### src/rtl/cpu_dbg_pkg.sv
// Shared debug definitions for the CPU and its register-dump engine.
// Provides the register-file geometry constants and the dump FSM state type.
// No ports; imported by reg_dump_streamer, the CPU top and the bench.
package cpu_dbg_pkg;

  localparam int unsigned NumRegs = 32;
  localparam int unsigned AddrW   = 5;
  localparam int unsigned DataW   = 32;

  typedef enum logic [1:0] {
    StIdle,
    StFill,
    StSend,
    StDone
  } dump_state_e;

endpackage

### src/rtl/reg_dump_streamer.sv
// Register-file dump engine: on start, freezes the CPU, walks the index range
// first_i..last_i (modulo NUM_REGS) through a dedicated RF read port and streams
// each entry as an (index, data, last) word over valid/ready, then pulses done.
// Ports:
//   clk_i, rst_i          clock, synchronous active-high reset
//   start_i               dump request (only honoured in idle)
//   first_i, last_i       inclusive index range, latched on an accepted start
//   freeze_o, busy_o      CPU stall request; high whenever not idle
//   done_o                one-cycle pulse after the final word is accepted
//   rf_addr_o, rf_data_i  RF read port (data returns combinationally)
//   dump_*                output word stream, valid/ready handshake
module reg_dump_streamer
  import cpu_dbg_pkg::*;
#(
  parameter int unsigned NUM_REGS = NumRegs,
  parameter int unsigned DATA_W   = DataW,
  parameter int unsigned ADDR_W   = AddrW
) (
  input  logic              clk_i,
  input  logic              rst_i,
  input  logic              start_i,
  input  logic [ADDR_W-1:0] first_i,
  input  logic [ADDR_W-1:0] last_i,
  output logic              freeze_o,
  output logic              busy_o,
  output logic              done_o,
  output logic [ADDR_W-1:0] rf_addr_o,
  input  logic [DATA_W-1:0] rf_data_i,
  output logic              dump_valid_o,
  input  logic              dump_ready_i,
  output logic [ADDR_W-1:0] dump_idx_o,
  output logic [DATA_W-1:0] dump_data_o,
  output logic              dump_last_o
);

  // One extra bit so a full dump can count NUM_REGS words.
  localparam int unsigned CntW = ADDR_W + 1;

  dump_state_e       state_q, state_d;
  logic [ADDR_W-1:0] rd_ptr_q, rd_ptr_d;
  logic [CntW-1:0]   remaining_q, remaining_d;
  logic              valid_q, valid_d;
  logic              last_q, last_d;
  logic [ADDR_W-1:0] idx_q, idx_d;
  logic [DATA_W-1:0] data_q, data_d;
  logic [ADDR_W-1:0] span;
  logic              load;

  // Wraps naturally at ADDR_W bits, giving the modulo-NUM_REGS distance.
  assign span = last_i - first_i;

  always_comb begin
    state_d     = state_q;
    rd_ptr_d    = rd_ptr_q;
    remaining_d = remaining_q;
    valid_d     = valid_q;
    last_d      = last_q;
    idx_d       = idx_q;
    data_d      = data_q;
    load        = 1'b0;

    unique case (state_q)
      StIdle: begin
        if (start_i) begin
          rd_ptr_d    = first_i;
          remaining_d = {1'b0, span} + CntW'(1);
          state_d     = StFill;
        end
      end
      StFill: begin
        load    = 1'b1;
        state_d = StSend;
      end
      StSend: begin
        if (valid_q && dump_ready_i) begin
          if (last_q) begin
            valid_d = 1'b0;
            last_d  = 1'b0;
            state_d = StDone;
          end else begin
            // Refill on the same edge as the handshake: one word per cycle.
            load = 1'b1;
          end
        end
      end
      StDone: begin
        state_d = StIdle;
      end
      default: begin
        state_d = StIdle;
      end
    endcase

    if (load) begin
      data_d      = rf_data_i;
      idx_d       = rd_ptr_q;
      valid_d     = 1'b1;
      last_d      = (remaining_q == CntW'(1));
      rd_ptr_d    = rd_ptr_q + ADDR_W'(1);
      remaining_d = remaining_q - CntW'(1);
    end
  end

  always_ff @(posedge clk_i) begin
    if (rst_i) begin
      state_q     <= StIdle;
      rd_ptr_q    <= '0;
      remaining_q <= '0;
      valid_q     <= 1'b0;
      last_q      <= 1'b0;
      idx_q       <= '0;
      data_q      <= '0;
    end else begin
      state_q     <= state_d;
      rd_ptr_q    <= rd_ptr_d;
      remaining_q <= remaining_d;
      valid_q     <= valid_d;
      last_q      <= last_d;
      idx_q       <= idx_d;
      data_q      <= data_d;
    end
  end

  assign freeze_o     = (state_q != StIdle);
  assign busy_o       = freeze_o;
  assign done_o       = (state_q == StDone);
  assign rf_addr_o    = rd_ptr_q;
  assign dump_valid_o = valid_q;
  assign dump_last_o  = last_q;
  assign dump_idx_o   = idx_q;
  assign dump_data_o  = data_q;

endmodule

### config.mk
export PLATFORM = sky130hd
export DESIGN_NAME = reg_dump_streamer
export DESIGN_NICKNAME = d
export VERILOG_FILES = /design/src/rtl/cpu_dbg_pkg.sv /design/src/rtl/reg_dump_streamer.sv
export SDC_FILE = /design/constraint.sdc
export NUM_CORES = 1
export LEC_CHECK = 0
export BUFFER_PORTS_ARGS = -buffer_cell sky130_fd_sc_hd__buf_2
export CAP_MARGIN = 0
export CELL_PAD_IN_SITES_DETAIL_PLACEMENT = 1
export CELL_PAD_IN_SITES_GLOBAL_PLACEMENT = 1
export CORE_MARGIN = 2
export CORE_UTILIZATION = 37
export CTS_CLUSTER_SIZE = 24
export DETAILED_ROUTE_END_ITERATION = 7
export HOLD_SLACK_MARGIN = 0.06
export PLACE_DENSITY = 0.95
export SYNTH_ARGS = -nofsm -noshare
export SYNTH_HDL_FRONTEND = slang
export SYNTH_SLANG_ARGS = --single-unit
export TNS_END_PERCENT = 100
### constraint.sdc
create_clock -name clk_i -period 5 [get_ports clk_i]
set_input_delay 0.75 -clock clk_i [delete_from_list [all_inputs] [get_ports clk_i]]
set_output_delay 0.75 -clock clk_i [all_outputs]
set_load 0.01 [all_outputs]
==> results of run 1 <==
cell families after synthesis:
family / after synthesis
buffers and inverters: 32
and+or+nand+nor: 113
muxes: 1
adders and majority gates: 14
DFF: 52
xor gates and xnor gates: 10
AOI/OAI and AO/OA: 78
metal layers:
metal	up-vias	routed length, um
met5	-	0
met4	0	124
met3	12	399
met2	73	3285
met1	1113	3050
li1	1160	-
per-stage QoR:
stage                     utilization (%)  setup WS, ns  area, um^2  hold slack (ns)
after global placement              45.64         2.492        2882           0.4392
after global routing                47.13         2.238        2975           0.4824
final                               47.13         2.509        2975           0.4566
after CTS                           47.13         2.494        2975           0.4595
after floorplan                         -         2.716        2404           0.4805
after detailed placement            45.64         2.398        2882           0.4453
state kept, by name, summed over array words and instances, names as in the netlist:
signal	cells
rf_addr_o	5
remaining_q	6
dump_data_o	32
dump_valid_o	1
state_q	2
dump_idx_o	5
dump_last_o	1
synthesized netlist by cell type (all sizes together):
master,instances
clkbuf,12
nand3b,3
ha,13
a311oi,1
a21o,1
xnor2,5
o21ai,9
buf,7
inv,13
a221oi,2
a31oi,2
nor3b,1
a2bb2oi,1
mux2i,1
xor2,5
o41ai,1
a22oi,1
nand4b,1
o31ai,1
nor3,5
nor2,10
dfxtp,52
nand2,80
and3,1
fa,1
nand3,9
nand2b,1
a32oi,1
o21a,1
a211oi,3
a21oi,53
and2,2
a211o,1
report_power, final:
part / switching (mW) / total, mW / leakage, nW / internal [mW]
Sequential: 0.0816 / 0.597 / 0.423 / 0.515
Combinational: 0.417 / 0.667 / 0.857 / 0.250
Clock: 0.138 / 0.250 / 0.0445 / 0.113
Total: 0.637 / 1.51 / 1.32 / 0.878
critical path, stage by stage (launching register included):
cell	delay, ns
dfxtp_1	0.39
inv_1	0.10
ha_1	0.33
nand2b_1	0.11
o21ai_4	0.49
buf_4	0.41
a21oi_1	0.17
o21ai_0	0.22
a21oi_1	0.09
placed cells by master (no fill, tap or decap), drive strengths merged, types with 2 or more instances in the layout:
master	instances
dfxtp	52
clkbuf	7
inv	13
a211oi	3
nand3b	3
o21ai	9
nand3	9
ha	13
nor3	5
a21oi	53
xnor2	5
a221oi	2
nor2	10
nand2	80
buf	93
a31oi	2
and2	2
xor2	5
cell type report:
class	instances	area [um^2]	area share, %
clock buffer	7	86.33	2.902
inverter	13	48.80	1.640
clock inverter	1	7.507	0.2523
multi-input combinational	216	1227	41.25
sequential	52	1041	34.99
timing repair buffer	93	467.9	15.73
tap	77	96.34	3.238
final timing paths:
path | startpoint | to | slack (ns) | cells after the start
setup reg to reg | state_q[0] | rf_addr_o[2] | 2.51 | 8
hold / removal | dump_idx_o[1] | dump_idx_o[1] | 0.46 | 2
hold reg to reg | dump_idx_o[1] | dump_idx_o[1] | 0.46 | 2
setup / recovery | state_q[0] | rf_addr_o[2] | 2.51 | 8
==> flow_summary.json, run 1 <==
{
  "dieArea_mm2": 0.007157,
  "ys_ff_latch": 52,
  "path_class": "reg2reg",
  "min_period_over_period_pct": 49.83,
  "arrival_ns": 2.63,
  "cts-root-buf": "clkbuf_8",
  "dp_cells": 451,
  "drtIter0Drc": 77,
  "coreArea_mm2": 0.006314,
  "syn_area_mm2": 0.002404,
  "h-tree-depth": 2,
  "die_w_um": 84.60,
  "drt-pass1-iter-count": 4,
  "grt_util_met3_pct": 4.031,
  "cts_hold_buf": 0,
  "synth_xor_area_share_pct": 3.956,
  "finalPower_mw": 1.515,
  "vias_per_cell": 5.137,
  "routed_wl_um": 6859,
  "ir_worst_vdd_mv": 0.1853,
  "detail_route.wl_per_cell_um": 14.94,
  "use_met2_pct": 33.57,
  "synth_compound_area_share_pct": 18.90,
  "leakage_nw": 1.324,
  "grt_pass1_wl_um": 11270,
  "clkSlewWorstSetupHoldPaths_ns": 0.09,
  "status": "complete, no violations",
  "max_freq_ghz": 0.4014,
  "drv_slew": 0,
  "overflow": 0,
  "synth_top_family_by_area": "simple AND/OR/NAND/NOR gates",
  "synth.top_cell.area_share_pct": 43.31,
  "startpoint_type": "register",
  "hold_path_class": "reg2reg",
  "stdcell_count": 459,
  "crit_required_ns": 5.14,
  "synth_nets": 360,
  "port_buffers": 92,
  "hpwlAfterDp_um": 5066,
  "clk_latency_ns": 0.30,
  "synth.yosys.seq_area_share_pct": 43.31,
  "worstMarginPinSlew_ns": 1.014,
  "start_util_pct": 38.07,
  "rows": 29,
  "p_per_area_mw_per_mm2": 509.1,
  "numClockSinks": 52,
  "syn_avg_cell_area_um2": 8.012,
  "timing.max_cap.violations": 0,
  "synthSimpleGateAreaFrac_pct": 19.83,
  "clock_skew_ns": 0.002935,
  "synthAdderAreaFrac_pct": 7.600,
  "synth_cells": 300,
  "antenna_found_initial": 0,
  "num_vias": 2358,
  "cts_setup_buffers": 0,
  "max_slew_margin_pct": 32.37,
  "syn2layout_area_growth_pct": 23.79,
  "dieHeight_um": 84.60,
  "ant_nets": 0,
  "worst_setup_path_end_kind": "register",
  "ios": 93,
  "grt_pass1_vias": 2414,
  "top_usage_layer": "met2",
  "synth_warnings": 0,
  "hold_viol_final": 0,
  "ys_types": 38,
  "cts_tree": "yes",
  "period_needed_ns": 2.491,
  "grt_setup_unrepaired": "false",
  "numCtsBuffers": 5,
  "yosys.area.top_type": "dfxtp_1",
  "grt_use_met1_pct": 23.38,
  "crit_fanout": 30,
  "num-nets-final": 441,
  "num_antenna_cells": 0,
  "drive_gt1_share_pct": 28.01,
  "grt_usage_pct": 19.18,
  "cts_buffer_depth": 2,
  "synth_area_leaders": "dfxtp_1, nand2_1, a21oi_1",
  "ctsResizeCount": 0,
  "drc": 0,
  "fillers": 820,
  "grt_max_degree": 55,
  "fin_setup_tns_ns": 0,
  "routabilityCongestion": 0.7505,
  "setup_viol": 0,
  "synth.mux.area_fraction_pct": 0.4164
}
(Power assumes the default switching activity.)
==> run 2: changes to the inputs <==
CORE_UTILIZATION = 34   (was 37)
PLACE_DENSITY = 0.89   (was 0.95)
clock period = 2.48 ns   (was 5 ns; I/O delays follow)
==> run 2 against run 1 <==
Fmax grew 21%. Critical path depth shrank 1. Clock power grew 95%. Final area grew 2.0%. Largest power group unchanged.
==> flow_summary.json, run 2 (same netlist as run 1, synthesis figures left out) <==
{
  "worst_setup_path_end_kind": "register",
  "max_slew_margin_pct": 66.09,
  "p_per_area_mw_per_mm2": 1007,
  "grt_setup_unrepaired": "false",
  "drtIter0Drc": 69,
  "cts_hold_buf": 0,
  "hold_path_class": "in2reg",
  "port_buffers": 92,
  "cts_tree": "yes",
  "numCtsBuffers": 5,
  "grt_usage_pct": 17.76,
  "h-tree-depth": 2,
  "fillers": 894,
  "routabilityCongestion": 0.8622,
  "arrival_ns": 2.28,
  "crit_fanout": 28,
  "setup_viol": 0,
  "period_needed_ns": 2.055,
  "crit_start": "state_q[0]",
  "path_class": "reg2reg",
  "antenna_found_initial": 0,
  "hold_slack_ns": 0.3027,
  "ant_nets": 0,
  "drv_slew": 0,
  "hold_end": "dump_data_o[19]",
  "vias_per_cell": 4.880,
  "path_cells": "inv_1, ha_1, nand2_1, o21a_1, buf_4, nand2_1, a21oi_1",
  "finalPower_mw": 3.055,
  "grt_max_degree": 29,
  "crit_required_ns": 2.71,
  "die_w_um": 88.08,
  "clock_skew_ns": 0.007827,
  "status": "complete, no violations",
  "worst_path_max_delay_cell": "dfxtp_1",
  "final_cell_mix": "buf_2, nand2_1, a21oi_1",
  "largest_reg_flops": 32,
  "drive_gt1_share_pct": 28.94,
  "clkSlewWorstSetupHoldPaths_ns": 0.10,
  "start_util_pct": 35.18,
  "ios": 93,
  "r2r_start": "state_q[0]",
  "fin_setup_tns_ns": 0,
  "ff2ff_setup_slack_ns": 0.43,
  "ir_worst_vdd_mv": 0.3366,
  "ff2ff_path_depth": 7,
  "slowest_delay_ns": 0.40,
  "clk_latency_ns": 0.30,
  "grt_pass1_wl_um": 11050,
  "numClockSinks": 52,
  "hold_depth": 3,
  "detail_route.wl_per_cell_um": 13.88,
  "ctsResizeCount": 0,
  "post-route-util_pct": 44.41,
  "routed_wl_um": 6704,
  "coreArea_mm2": 0.006832,
  "cp_num_buf_inv": 2,
  "worstMarginPinSlew_ns": 0.5087,
  "dieArea_mm2": 0.007758,
  "dieHeight_um": 88.08,
  "num-nets-final": 446,
  "hp-start": "rf_data_i[19]",
  "hpwlAfterDp_um": 5172,
  "worstReg2RegEnd": "dump_data_o[27]",
  "num_antenna_cells": 0,
  "min_period_over_period_pct": 82.84,
  "drt-pass1-iter-count": 4,
  "startpoint_type": "register",
  "cts_setup_buffers": 0,
  "pre_cts_ws_ns": 0.2903,
  "grt_pass1_vias": 2477,
  "crit_top_cell": "nand2_1",
  "rows": 30,
  "cts-root-buf": "clkbuf_8",
  "fin_ws_ns": 0.4255,
  "syn2layout_area_growth_pct": 26.24,
  "drc": 0,
  "layout_commonest_cell": "buf_2",
  "cts_buffer_depth": 2,
  "hold_viol_final": 0,
  "max_freq_ghz": 0.4867,
  "num_vias": 2357,
  "crit_family": "compound AO/OA/AOI/OAI gates",
  "leakage_nw": 1.344,
  "overflow": 0,
  "timing.max_cap.violations": 0
}
## run 2: cell count changes in the layout (fill, tap and decap cells not counted)
cell,before,now
clkbuf_1,1,0
o21a_1,0,1
clkinvlp_4,1,2
clkbuf_8,6,5
clkinv_4,0,1
buf_4,1,6
o21a_2,1,0
## run 2: stage by stage
stage,std cells,instance area (um^2)
6_report,483,3034
5_1_grt,483,3034
4_1_cts,483,3034
3_5_place_dp,475,2942
3_3_place_gp,475,2942
2_1_floorplan,300,2404
## run 2: cell type report
class	count	area, um^2	share of cell area, %
repair buffers	98	505.5	16.66
inverters	13	48.80	1.608
well taps	96	120.1	3.959
multi-input cells	216	1226	40.41
flip-flops and latches	52	1041	34.31
clock buffers	5	68.82	2.268
clock inverters	3	23.77	0.7835
## run 2: power by group
part | internal [mW] | leakage, nW | switching, mW
registers | 1.04 | 0.423 | 0.160
clock network | 0.200 | 0.0404 | 0.287
logic | 0.527 | 0.880 | 0.841
## run 2: layer usage
metal  routed length (um)  share of wire [%]  up-vias  track usage (%)
met3                  263                3.9        4            3.205
met4                   59               0.88        0            4.683
li1                     -                  -     1172                -
met1                 2934                 44     1123            20.63
met5                    0                  0        -                0
met2                 3446                 51       58            33.40
## run 2: worst max path at each step
stage | cells after the start | endpoint | slack (ns)
floorplan | 9 | remaining_q[4] | 0.57
global placement | 10 | remaining_q[4] | 0.40
detailed placement | 10 | remaining_q[4] | 0.29
CTS | 7 | dump_data_o[27] | 0.40
global route | 7 | dump_data_o[21] | 0.21
finish | 7 | dump_data_o[27] | 0.43
## run 2: tightest hold or removal path, cell delays in order
cell and delay, ns:
buf_2 0.10, nand2_1 0.05, a21oi_1 0.05
==> run 3: changes to the inputs <==
CORE_UTILIZATION = 31   (was 34)
PLACE_DENSITY = 0.86   (was 0.89)
clock period = 1.88 ns   (was 2.48 ns; I/O delays follow)
==> run 3 against run 2 <==
Clock skew increased by 0.0012 ns. Hold slack got worse by 0.092 ns. Critical endpoint is now remaining_q[4]. Critical path type is now in2reg. Cell count increased by 3.9%. Total power increased by 45%. Worst setup slack got worse by 0.31 ns. Die area increased by 9.2%. Highest routed layer unchanged. Sequential share of layout area decreased by 1.9 points.
==> flow_summary.json, run 3 (same netlist as run 1, synthesis figures left out) <==
{
  "ant_nets": 0,
  "p_per_area_mw_per_mm2": 1379,
  "die_w_um": 92.06,
  "grt_pass1_vias": 2408,
  "largest_reg_flops": 32,
  "grt_pass1_wl_um": 11460,
  "ios": 93,
  "drive_gt1_share_pct": 32.75,
  "ff2ff_path_depth": 8,
  "routed_wl_um": 6961,
  "max_slew_margin_pct": 72.48,
  "num_antenna_cells": 0,
  "cts-root-buf": "clkbuf_8",
  "dieArea_mm2": 0.008474,
  "clock_skew_ns": 0.009014,
  "power.net_switching_mw": 1.774,
  "antenna_found_initial": 0,
  "crit_required_ns": 2.08,
  "worst-path-stages": 10,
  "startpoint_type": "input port",
  "cp-endpoint": "remaining_q[4]",
  "numCtsBuffers": 5,
  "routabilityCongestion": 0.7606,
  "fillers": 961,
  "hpwlAfterDp_um": 5324,
  "drc": 0,
  "syn2layout_area_growth_pct": 33.99,
  "worstMarginPinSlew_ns": 0.4128,
  "min_period_over_period_pct": 93.67,
  "drt-pass1-iter-count": 4,
  "timing.max_cap.violations": 0,
  "period_needed_ns": 1.761,
  "hold_slack_ns": 0.2110,
  "p_comb_share_pct": 46.9,
  "crit_family": "adder cells",
  "drtIter0Drc": 100,
  "max_freq_ghz": 0.5679,
  "hold_depth": 3,
  "dieHeight_um": 92.06,
  "arrival_ns": 1.96,
  "worstReg2RegEnd": "remaining_q[4]",
  "post-route-util_pct": 42.34,
  "p_seq_share_pct": 35.6,
  "leakage_nw": 1.435,
  "layout_commonest_cell": "buf_2",
  "grt_usage_pct": 16.55,
  "cts_tree": "yes",
  "worst_path_max_delay_cell": "fa_2",
  "h-tree-depth": 2,
  "detail_route.wl_per_cell_um": 13.87,
  "status": "complete, no violations",
  "ir_worst_vdd_mv": 0.4102,
  "num-nets-final": 459,
  "drv_slew": 0,
  "rows": 32,
  "internal-power_mw": 2.666,
  "hold_path_class": "in2reg",
  "clkPwrFrac_pct": 17.5,
  "overflow": 0,
  "coreArea_mm2": 0.007607,
  "switching_share_pct": 39.95,
  "cts_buffer_depth": 2,
  "ff2ff_setup_slack_ns": 0.13,
  "setup_viol": 0,
  "worst_setup_path_end_kind": "register",
  "numClockSinks": 52,
  "r2r_start": "state_q[0]",
  "grt_max_degree": 24,
  "final_cell_mix": "buf_2, nand2_1, a21oi_1",
  "vias_per_cell": 4.797,
  "port_buffers": 92,
  "crit_start": "last_i[0]",
  "num_vias": 2408,
  "grt_setup_unrepaired": "false",
  "clk_latency_ns": 0.30,
  "path_cells": "buf_2, inv_1, ha_1, inv_1, fa_2, ha_1, nand3b_1, mux2i_1, xnor2_1, o41ai_2",
  "hold_viol_final": 0,
  "path_class": "in2reg",
  "crit_fanout": 3,
  "start_util_pct": 31.60,
  "cp_num_buf_inv": 3,
  "slowest_delay_ns": 0.54,
  "clkSlewWorstSetupHoldPaths_ns": 0.10
}
==> run 3: stage by stage <==
stage / instance area, um^2 / cells / power, mW / TNS (ns) / setup slack (ns)
after floorplan: 2404 / 300 / 2.834 / 0 / 0.06400
after global placement: 3058 / 492 / 3.487 / -0.1899 / -0.1009
after detailed placement: 3058 / 492 / 3.608 / -0.7174 / -0.2162
after CTS: 3207 / 502 / 4.476 / 0 / 0.04040
after global routing: 3221 / 502 / 4.805 / 0 / 0.009708
final: 3221 / 502 / 4.441 / 0 / 0.1191
==> run 3: power groups by stage <==
stage | logic [mW] | registers (mW) | clock network, mW
2_1_floorplan | 1.18 | 1.66 | 0
3_3_place_gp | 1.90 | 1.58 | 0
3_5_place_dp | 2.01 | 1.60 | 0
4_1_cts | 2.09 | 1.57 | 0.808
5_1_grt | 2.34 | 1.62 | 0.843
6_report | 2.08 | 1.58 | 0.778
==> run 3: layer usage <==
layer	up-vias	track usage (%)	wire, um
met5	-	0	0
met4	0	2.488	23
met2	65	30.64	3539
met1	1142	20.03	3076
met3	2	3.451	322
li1	1199	-	-
==> run 3: how the worst min path moves through the flow <==
stage / start / end / slack (ns)
3_3_place_gp: dump_data_o[12] / dump_data_o[12] / 0.44
5_1_grt: rf_data_i[18] / dump_data_o[18] / 0.19
3_5_place_dp: dump_data_o[1] / dump_data_o[1] / 0.44
4_1_cts: rf_data_i[15] / dump_data_o[15] / 0.20
2_1_floorplan: rf_data_i[0] / dump_data_o[0] / 0.42
6_report: rf_data_i[15] / dump_data_o[15] / 0.21
==> run 3: timing repair <==
item | 4_1_cts | 5_1_grt
gates resized for setup | 3 | 6
pin swaps | 1 | 2
setup buffers | 2 | 0
cloned | 0 | 0
endpoints found under the setup margin | 12 | 39
hold buffers | 0 | 0
==> run 3: cell type report <==
type                    instances  area [um^2]  area share, %
clock buffers                   6        72.57          2.253
clock inverters                 2        38.79          1.204
inverters                      13        48.80          1.515
multi-input cells             216         1259          39.08
flip-flops and latches         52         1042          32.36
well taps                     102        127.6          3.963
repair buffers                111        631.9          19.62
==> run 3: worst min-delay path: stages <==
cell and delay (ns):
buf_2 0.09, nand2_1 0.05, a21oi_1 0.05
